## config.mk

```make
export PLATFORM = sky130hd
export DESIGN_NAME = mult_div_unit
export DESIGN_NICKNAME = d
export VERILOG_FILES = /design/src/rtl/mult_div_unit.sv
export SDC_FILE = /design/constraint.sdc
export NUM_CORES = 1
export LEC_CHECK = 0
export BUFFER_PORTS_ARGS = -buffer_cell sky130_fd_sc_hd__clkbuf_2
export CAP_MARGIN = 20
export CORE_MARGIN = 2
export CORE_UTILIZATION = 50
export CTS_CLUSTER_DIAMETER = 60
export DETAILED_ROUTE_END_ITERATION = 10
export PLACE_DENSITY = 0.79
export REMOVE_ABC_BUFFERS = 1
export SLEW_MARGIN = 10
export SYNTH_ARGS = -nofsm -noshare
export SYNTH_HDL_FRONTEND = slang
export SYNTH_SLANG_ARGS = --single-unit
```

## constraint.sdc

```tcl
create_clock -name Clk -period 3.8 [get_ports Clk]
set_input_delay 0 -clock Clk [delete_from_list [all_inputs] [get_ports Clk]]
set_output_delay 0 -clock Clk [all_outputs]
set_load 0.1 [all_outputs]
```

## src/rtl/mult_div_unit.sv

```systemverilog
// Iterative 32-step shift-add multiplier / restoring divider feeding Hi/Lo.
// Optional MTHI/MTLO direct writes: define MULTDIV_MTHI_EN.
module mult_div_unit #(
    parameter int WIDTH = 32
) (
    input  logic             Clk,
    input  logic             Reset,
    input  logic             Start,
    input  logic [1:0]       Op,
    input  logic [WIDTH-1:0] A,
    input  logic [WIDTH-1:0] B,
    input  logic             WriteHi,
    input  logic             WriteLo,
    input  logic [WIDTH-1:0] WriteData,
    output logic             Busy,
    output logic             Done,
    output logic             DivZero,
    output logic [WIDTH-1:0] HiOut,
    output logic [WIDTH-1:0] LoOut
);

    localparam int CW = $clog2(WIDTH);

    typedef enum logic [1:0] {IDLE, RUN, DONE} state_t;

    state_t             state, state_n;
    logic [CW-1:0]      cnt;
    logic               fin;
    logic               is_div;
    logic               pneg;
    logic               rneg;
    logic [WIDTH-1:0]   a_mag;
    logic [WIDTH-1:0]   b_mag;
    logic [2*WIDTH-1:0] p;
    logic [2*WIDTH-1:0] p_step;
    logic [WIDTH-1:0]   hi_q;
    logic [WIDTH-1:0]   lo_q;
    logic               dz_q;

    logic               accept;
    logic               sgn;
    logic               a_neg;
    logic               b_neg;
    logic [WIDTH:0]     mul_sum;
    logic [WIDTH:0]     div_rs;
    logic [WIDTH:0]     div_diff;
    logic               div_ge;
    logic [2*WIDTH-1:0] prod;
    logic               div_zero;
    logic [WIDTH-1:0]   res_hi;
    logic [WIDTH-1:0]   res_lo;

    assign accept = Start && (state != RUN);
    assign sgn    = ~Op[0];
    assign a_neg  = sgn & A[WIDTH-1];
    assign b_neg  = sgn & B[WIDTH-1];

    always_ff @(posedge Clk) begin
        if (Reset) state <= IDLE;
        else       state <= state_n;
    end

    always_comb begin
        state_n = state;
        unique case (state)
            IDLE:    if (accept) state_n = RUN;
            RUN:     if (fin) state_n = DONE;
            DONE:    state_n = Start ? RUN : IDLE;
            default: state_n = IDLE;
        endcase
    end

    // p holds {acc, multiplier} for multiply, {remainder, quotient} for divide
    always_comb begin
        mul_sum  = {1'b0, p[2*WIDTH-1:WIDTH]}
                 + (p[0] ? {1'b0, a_mag} : {(WIDTH+1){1'b0}});
        div_rs   = p[2*WIDTH-1:WIDTH-1];
        div_diff = div_rs - {1'b0, b_mag};
        div_ge   = div_rs >= {1'b0, b_mag};
        if (!is_div)
            p_step = {mul_sum, p[WIDTH-1:1]};
        else if (div_ge)
            p_step = {div_diff[WIDTH-1:0], p[WIDTH-2:0], 1'b1};
        else
            p_step = {div_rs[WIDTH-1:0], p[WIDTH-2:0], 1'b0};
    end

    always_comb begin
        prod     = pneg ? -p : p;
        div_zero = is_div && (b_mag == '0);
        res_hi   = prod[2*WIDTH-1:WIDTH];
        res_lo   = prod[WIDTH-1:0];
        if (div_zero) begin
            // Hi returns the dividend exactly as it was issued
            res_lo = '1;
            res_hi = rneg ? -a_mag : a_mag;
        end else if (is_div) begin
            res_lo = pneg ? -p[WIDTH-1:0] : p[WIDTH-1:0];
            res_hi = rneg ? -p[2*WIDTH-1:WIDTH] : p[2*WIDTH-1:WIDTH];
        end
    end

    always_ff @(posedge Clk) begin
        if (Reset) begin
            cnt    <= '0;
            fin    <= 1'b0;
            is_div <= 1'b0;
            pneg   <= 1'b0;
            rneg   <= 1'b0;
            a_mag  <= '0;
            b_mag  <= '0;
            p      <= '0;
            hi_q   <= '0;
            lo_q   <= '0;
            dz_q   <= 1'b0;
        end else begin
            dz_q <= 1'b0;
            if (accept) begin
                cnt    <= '0;
                fin    <= 1'b0;
                is_div <= Op[1];
                pneg   <= a_neg ^ b_neg;
                rneg   <= a_neg & Op[1];
                a_mag  <= a_neg ? -A : A;
                b_mag  <= b_neg ? -B : B;
                p      <= Op[1] ? {{WIDTH{1'b0}}, (a_neg ? -A : A)}
                                : {{WIDTH{1'b0}}, (b_neg ? -B : B)};
            end else if (state == RUN) begin
                if (!fin) begin
                    p   <= p_step;
                    cnt <= cnt + 1'b1;
                    if (cnt == CW'(WIDTH - 1)) fin <= 1'b1;
                end else begin
                    hi_q <= res_hi;
                    lo_q <= res_lo;
                    dz_q <= div_zero;
                end
            end
`ifdef MULTDIV_MTHI_EN
            else begin
                if (WriteHi) hi_q <= WriteData;
                if (WriteLo) lo_q <= WriteData;
            end
`endif
        end
    end

`ifndef MULTDIV_MTHI_EN
    logic unused_wr;
    assign unused_wr = WriteHi ^ WriteLo ^ (^WriteData);
`endif

    assign Busy    = (state == RUN);
    assign Done    = (state == DONE);
    assign DivZero = dz_q;
    assign HiOut   = hi_q;
    assign LoOut   = lo_q;

endmodule

```

# --- After elaboration in Yosys (flattened, before gate mapping) ---
# Cells that the tools add are included.
op_classes:
  multipliers: 0
  magnitude_cmp: 1
  shift: 0
  mux: 23
  div: 0
  n_eq_ne: 7
  add_sub_neg: 9
  n_bitwise: 8
  n_reduce_logical: 11
op_table:
  columns: ["op", "count"]
  rows:
  - ["64-bit two-way mux", 6]
  - ["32-bit two-way mux", 11]
  - ["32-bit negation", 5]
  - ["64-bit negation", 1]
  - ["32-bit by 32-bit adder with 33-bit output", 1]
  - ["33-bit by 32-bit >= comparator with 1-bit output", 1]
  - ["32-bit zero test", 1]
  - ["32-bit subtractor", 1]
  - ["2-bit by 1-bit != test with 1-bit output, second input constant", 3]
  - ["2-bit case mux with 3 select lines", 1]
  - ["2-bit AND reduction", 3]
  - ["5-bit by 1-bit adder with 5-bit output, second input constant", 1]
  - ["5-bit equality test, second input constant", 1]
  - ["2-bit two-way mux", 2]
  - ["1-bit inverter", 4]
  - ["4-bit OR reduction", 1]
  - ["1-bit AND", 3]
  - ["1-bit two-way mux", 3]
  - ["3-bit AND reduction", 1]
  - ["2-bit by 1-bit equality test with 1-bit output, second input constant", 1]
  - ["2-bit equality test, second input constant", 1]
  - ["1-bit logical AND", 2]
  - ["2-bit zero test", 1]
  - ["2-bit != test, second input constant", 1]
  - ["3 further kinds", 3]
totals:
  mem_bits_rw: 0
  register_bits: 204
  rom_bits: 0
  latch_bits: 0
  out_inout_bits: 67
  in_bits: 103
  wordCells: 71
  mem_count: 0

# --- Depth between registers and ports, before layout ---
depth:
  word_depth: 6
  depth_mapped: 14
  depth_no_buf: 14

# --- Worst setup path after synthesis ---
# Ideal clock, no wire load.
synth_path:
  path_type: "reg2reg"
  startpoint: "register p[0]"
  endpoint: "register p[51]"
  period_less_slack_ns: 3.136
  path_stages_with_launch: 13
  setup_slack_ns: 0.664
  setup_time_ns: 0.122
  arrival_ns: 3.014
  cell_sequence: "dfxtp_1 -> clkbuf_1 -> and2_1 -> ha_1 -> clkbuf_1 -> a211o_1 -> o211a_1 -> or3_1 -> a31o_2 -> a21oi_1 -> o21ai_0 -> xor2_1 -> a221o_1"
synth_between:
  elab_chain_len: 6
synth_lines:
  columns: ["item", "line_no", "source"]
  rows:
  - ["start: declaration", "34", "logic [2*WIDTH-1:0] p;"]
  - ["start signal: assignment", "126", "p <= Op[1] ? {{WIDTH{1'b0}}, (a_neg ? -A : A)}"]
  - ["start signal: assignment", "130", "p <= p_step;"]
  - ["32-bit two-way mux", "76", "+ (p[0] ? {1'b0, a_mag} : {(WIDTH+1){1'b0}});"]
  - ["32-bit by 32-bit adder with 33-bit output", "76", null]
  - ["64-bit two-way mux", "80", "if (!is_div)"]
  - ["64-bit two-way mux", "129", "if (!fin) begin"]
  - ["64-bit two-way mux", "128", "end else if (state == RUN) begin"]
  - ["64-bit two-way mux", "118", "if (accept) begin"]
# Every way passes these cells. The select of a mux whose other input is x is not followed.
# A chain may end at the register's enable or synchronous reset.

# --- Worst setup path after layout ---
layout_path:
  startpoint: "input A[5]"
  endpoint: "register a_mag[30]"
layout_between:
  elab_chain_len: 2
layout_lines:
  columns: ["item", "line_no", "source"]
  rows:
  - ["start: declaration", "10", "input logic [WIDTH-1:0] A,"]
  - ["32-bit negation", "124", "a_mag <= a_neg ? -A : A;"]
  - ["32-bit two-way mux", "124", null]
  - ["end signal: assignment", "124", null]
  - ["end: declaration", "32", "logic [WIDTH-1:0] a_mag;"]
# Every way passes these cells.

==> impl_results.md <==
* CTS Buf Count at 25
* H-tree Lvls at 1
* Tcrit/Tclk final at 93.9%
* I/O pins at 170
* Post-Route WL at 56.4 mm
* CTS root buf: clkbuf_16
* Fin. max-slew vios at 0
* Rows at 64
* Die area at 0.0324 mm2
* Tot GR Track Use at 33.5%
* CTS max path bufs at 3
* Final GP Congestion at 1.00
* Synth Flop Type: dfxtp_1
* Endpoint, Worst Hold: a_mag[11]
* Max_cap viols at 0
* Post-route design area at 0.0183 mm2
* Routed WL per cell at 21.2 um
* HPWL after DPL at 41.8 mm
* Synth Warn # at 0
* Hold path depth at 3
* Dpl cell area at 0.0167 mm2
* Layout cells sized above 1 at 12.1%
* Core ar. at 0.0305 mm2
* ANT nets after route at 0
* Final non-filler cell total at 2654
* Critical path capture point type: flip-flop
* Setup Skew at 0.0136 ns
* Initial core utilization at 50.8%
* Post-synthesis sequential area ratio at 26.4%
* Critical path data required time at 4.27 ns
* Fmax at 0.280 GHz
* Worst IR Drop VDD at 336 uV
* Post-synth EDFFs at 0
* Worst-margin pin slew at 1.15 ns
* Final setup margin at 0.230 ns
* Critical Path AT at 4.04 ns
* Final-stage net count at 2419
* DRC Markers at 0
* Post-synthesis cell area at 0.0155 mm2
* RSZ-0062 raised after global routing: false
* Initial DRT Pass Iterations at 5
* Pre-CTS WS at 0.154 ns
* Relative slew slack at 22.9%
* Type of origin of the critical path: input port
* Total grt overflow at 0
* Via count at 16.7k
* Initial antenna violation count at 1
* Worst min path class: in -> reg
* Vias in the first global route at 15.9k
* Post-Syn Area per Cell at 7.47 um2
* Port Buffers at 135
* Cells after DPL at 2541
* Reg2Reg Depth at 13
* Library cells used by synthesis at 74
* Starting DRT DRC Count at 1733
* Final Core Density at 59.9%
* Crit path kind: in -> reg
* Reg-to-Reg End: p[63]
* First-pass GRT wire length at 88.0 mm
* Asr flop ratio synth at 0%
* Synth Register Bits at 204
* Die X at 180 um
* CP max FO at 6
* Worst flop-to-flop path startpoint: p[32]
* Area Growth Syn to Fin at 18.0%
* Final hold vios at 0
* # fillers at 2739
* Post-Synthesis Cells at 2073
* Die height at 180 um
* TritonCTS clock tree: built
* Final Setup Violations at 0
* WHS at 0.0157 ns
* Power density over the cells at 364 mW/mm2
* Worst R2R Setup Slack at 0.30 ns
* LEAKAGE at 7.48 nW
* Worst-Skew Late Latency at 0.53 ns
* Largest net degree at the start of global routing at 113
* Clk sinks at 204
* Hold Startpoint: A[11]
* Minimum clock period at 3.57 ns
* CTS clk-pin slew, worst paths at 0.06 ns
* Vias/cell at 6.29
* Run status: finished clean
-- layout by cell type (no fill, tap or decap), drive strengths merged, types with 25 or more instances in the layout --
master	instances
buf	74
a22oi	25
xor2	91
ha	71
a21oi	173
nor4	32
o211ai	25
and2	36
mux2i	48
xnor2	113
clkbuf	166
inv	66
nor3	48
nand2	193
nor2	221
dlygate4sd3	69
a21o	27
o21ai	146
a211oi	87
dfxtp	204
nand3	50
-- power by group --
| group | internal [mW] | switching (mW) | total (mW) |
|---|---|---|---|
| sequential | 2.25 | 0.174 | 2.43 |
| combinational | 0.729 | 1.13 | 1.86 |
| clock | 1.39 | 0.975 | 2.37 |
| total | 4.37 | 2.28 | 6.65 |
-- registers in the layout, summed over array words and instances, names as in the netlist, 2 cells and up --
name	count
cnt	5
p	64
LoOut	32
state	2
HiOut	32
b_mag	32
a_mag	32
-- how the worst max path moves through the flow --
| stage | start | end | slack [ns] | cells after the start |
|---|---|---|---|---|
| floorplan | p[51] | p[33] | -1.10 | 10 |
| global placement | b_mag[21] | p[51] | 0.12 | 12 |
| detailed placement | b_mag[21] | p[51] | 0.15 | 12 |
| CTS | b_mag[21] | p[51] | 0.11 | 12 |
| global route | A[5] | a_mag[30] | 0.03 | 12 |
| finish | A[5] | a_mag[30] | 0.23 | 12 |
-- synthesized netlist by cell type, drive strengths merged (16+ instances only) --
cell type	instances	share of area (%)
and2	36	1.5
mux2i	48	3.1
nor3	48	1.6
xor2	91	5.1
nor4	32	1.4
nor2	221	5.4
nand3	50	1.6
o31ai	20	0.97
nand2b	18	0.73
a21o	27	1.3
o211ai	25	1.2
xnor2	113	6.4
o21ai	146	4.7
a21oi	173	5.6
nand2	193	4.7
dfxtp	204	26
inv	65	1.6
a22oi	25	1.2
o41ai	16	0.90
nand4	17	0.69
ha	71	5.7
clkbuf	120	2.9
a211oi	87	4.2
or3	21	0.88
-- cells by family after synthesis --
| logic type | count (synthesis) | synth area share, % |
|---|---|---|
| compound gates | 641 | 26.5 |
| xor+xnor | 204 | 11.5 |
| fa+ha+maj | 73 | 5.99 |
| buf+inv | 201 | 4.95 |
| flops | 204 | 26.4 |
| mux | 51 | 3.32 |
| simple gates | 699 | 21.3 |
-- layer usage --
metal / up-vias / global-route usage (%) / wire, um
li1: 7879 / - / -
met1: 7825 / 44.5 / 23300
met2: 823 / 53.8 / 25600
met3: 176 / 4.18 / 4530
met4: 0 / 16.4 / 3030
met5: - / 0 / 0
-- metrics by stage --
stage                     total power [mW]  TNS [ns]
final                                 6.65         0
after global routing                  6.93         0
after detailed placement              4.21         0
after CTS                             6.61         0
after floorplan                       3.60    -59.65
after global placement                4.18         0
-- final cells by class --
type                       instances  area (um2)  share of cell area (%)
timing repair buffer             277        1960                    10.7
clock buffer                      32         682                    3.73
antenna                            2        5.00                  0.0274
multi-input combinational       1668       10700                    58.5
tap                              396         495                    2.71
inverter                          67         251                    1.38
sequential                       204        4090                    22.4
clock inverter                     8         104                   0.568
-- what timing repair did --
item                                   4_1_cts  5_1_grt
setup endpoints to repair                    0       10
setup buffers                                0        0
hold buffers                                69        0
endpoints found under the hold margin       87        0
resized for setup                            0        4
-- worst max-delay path, stage by stage --
cell	delay, ns
dlygate4sd3_1	0.56
clkbuf_2	0.14
nor4_1	0.59
nand3_1	0.39
nor3_1	0.41
nand3_1	0.26
nor4_1	0.45
a21oi_1	0.17
xor2_1	0.30
nor2_1	0.07
nor3_1	0.13
dlygate4sd3_1	0.57
Power figures use the tool's default switching activity.
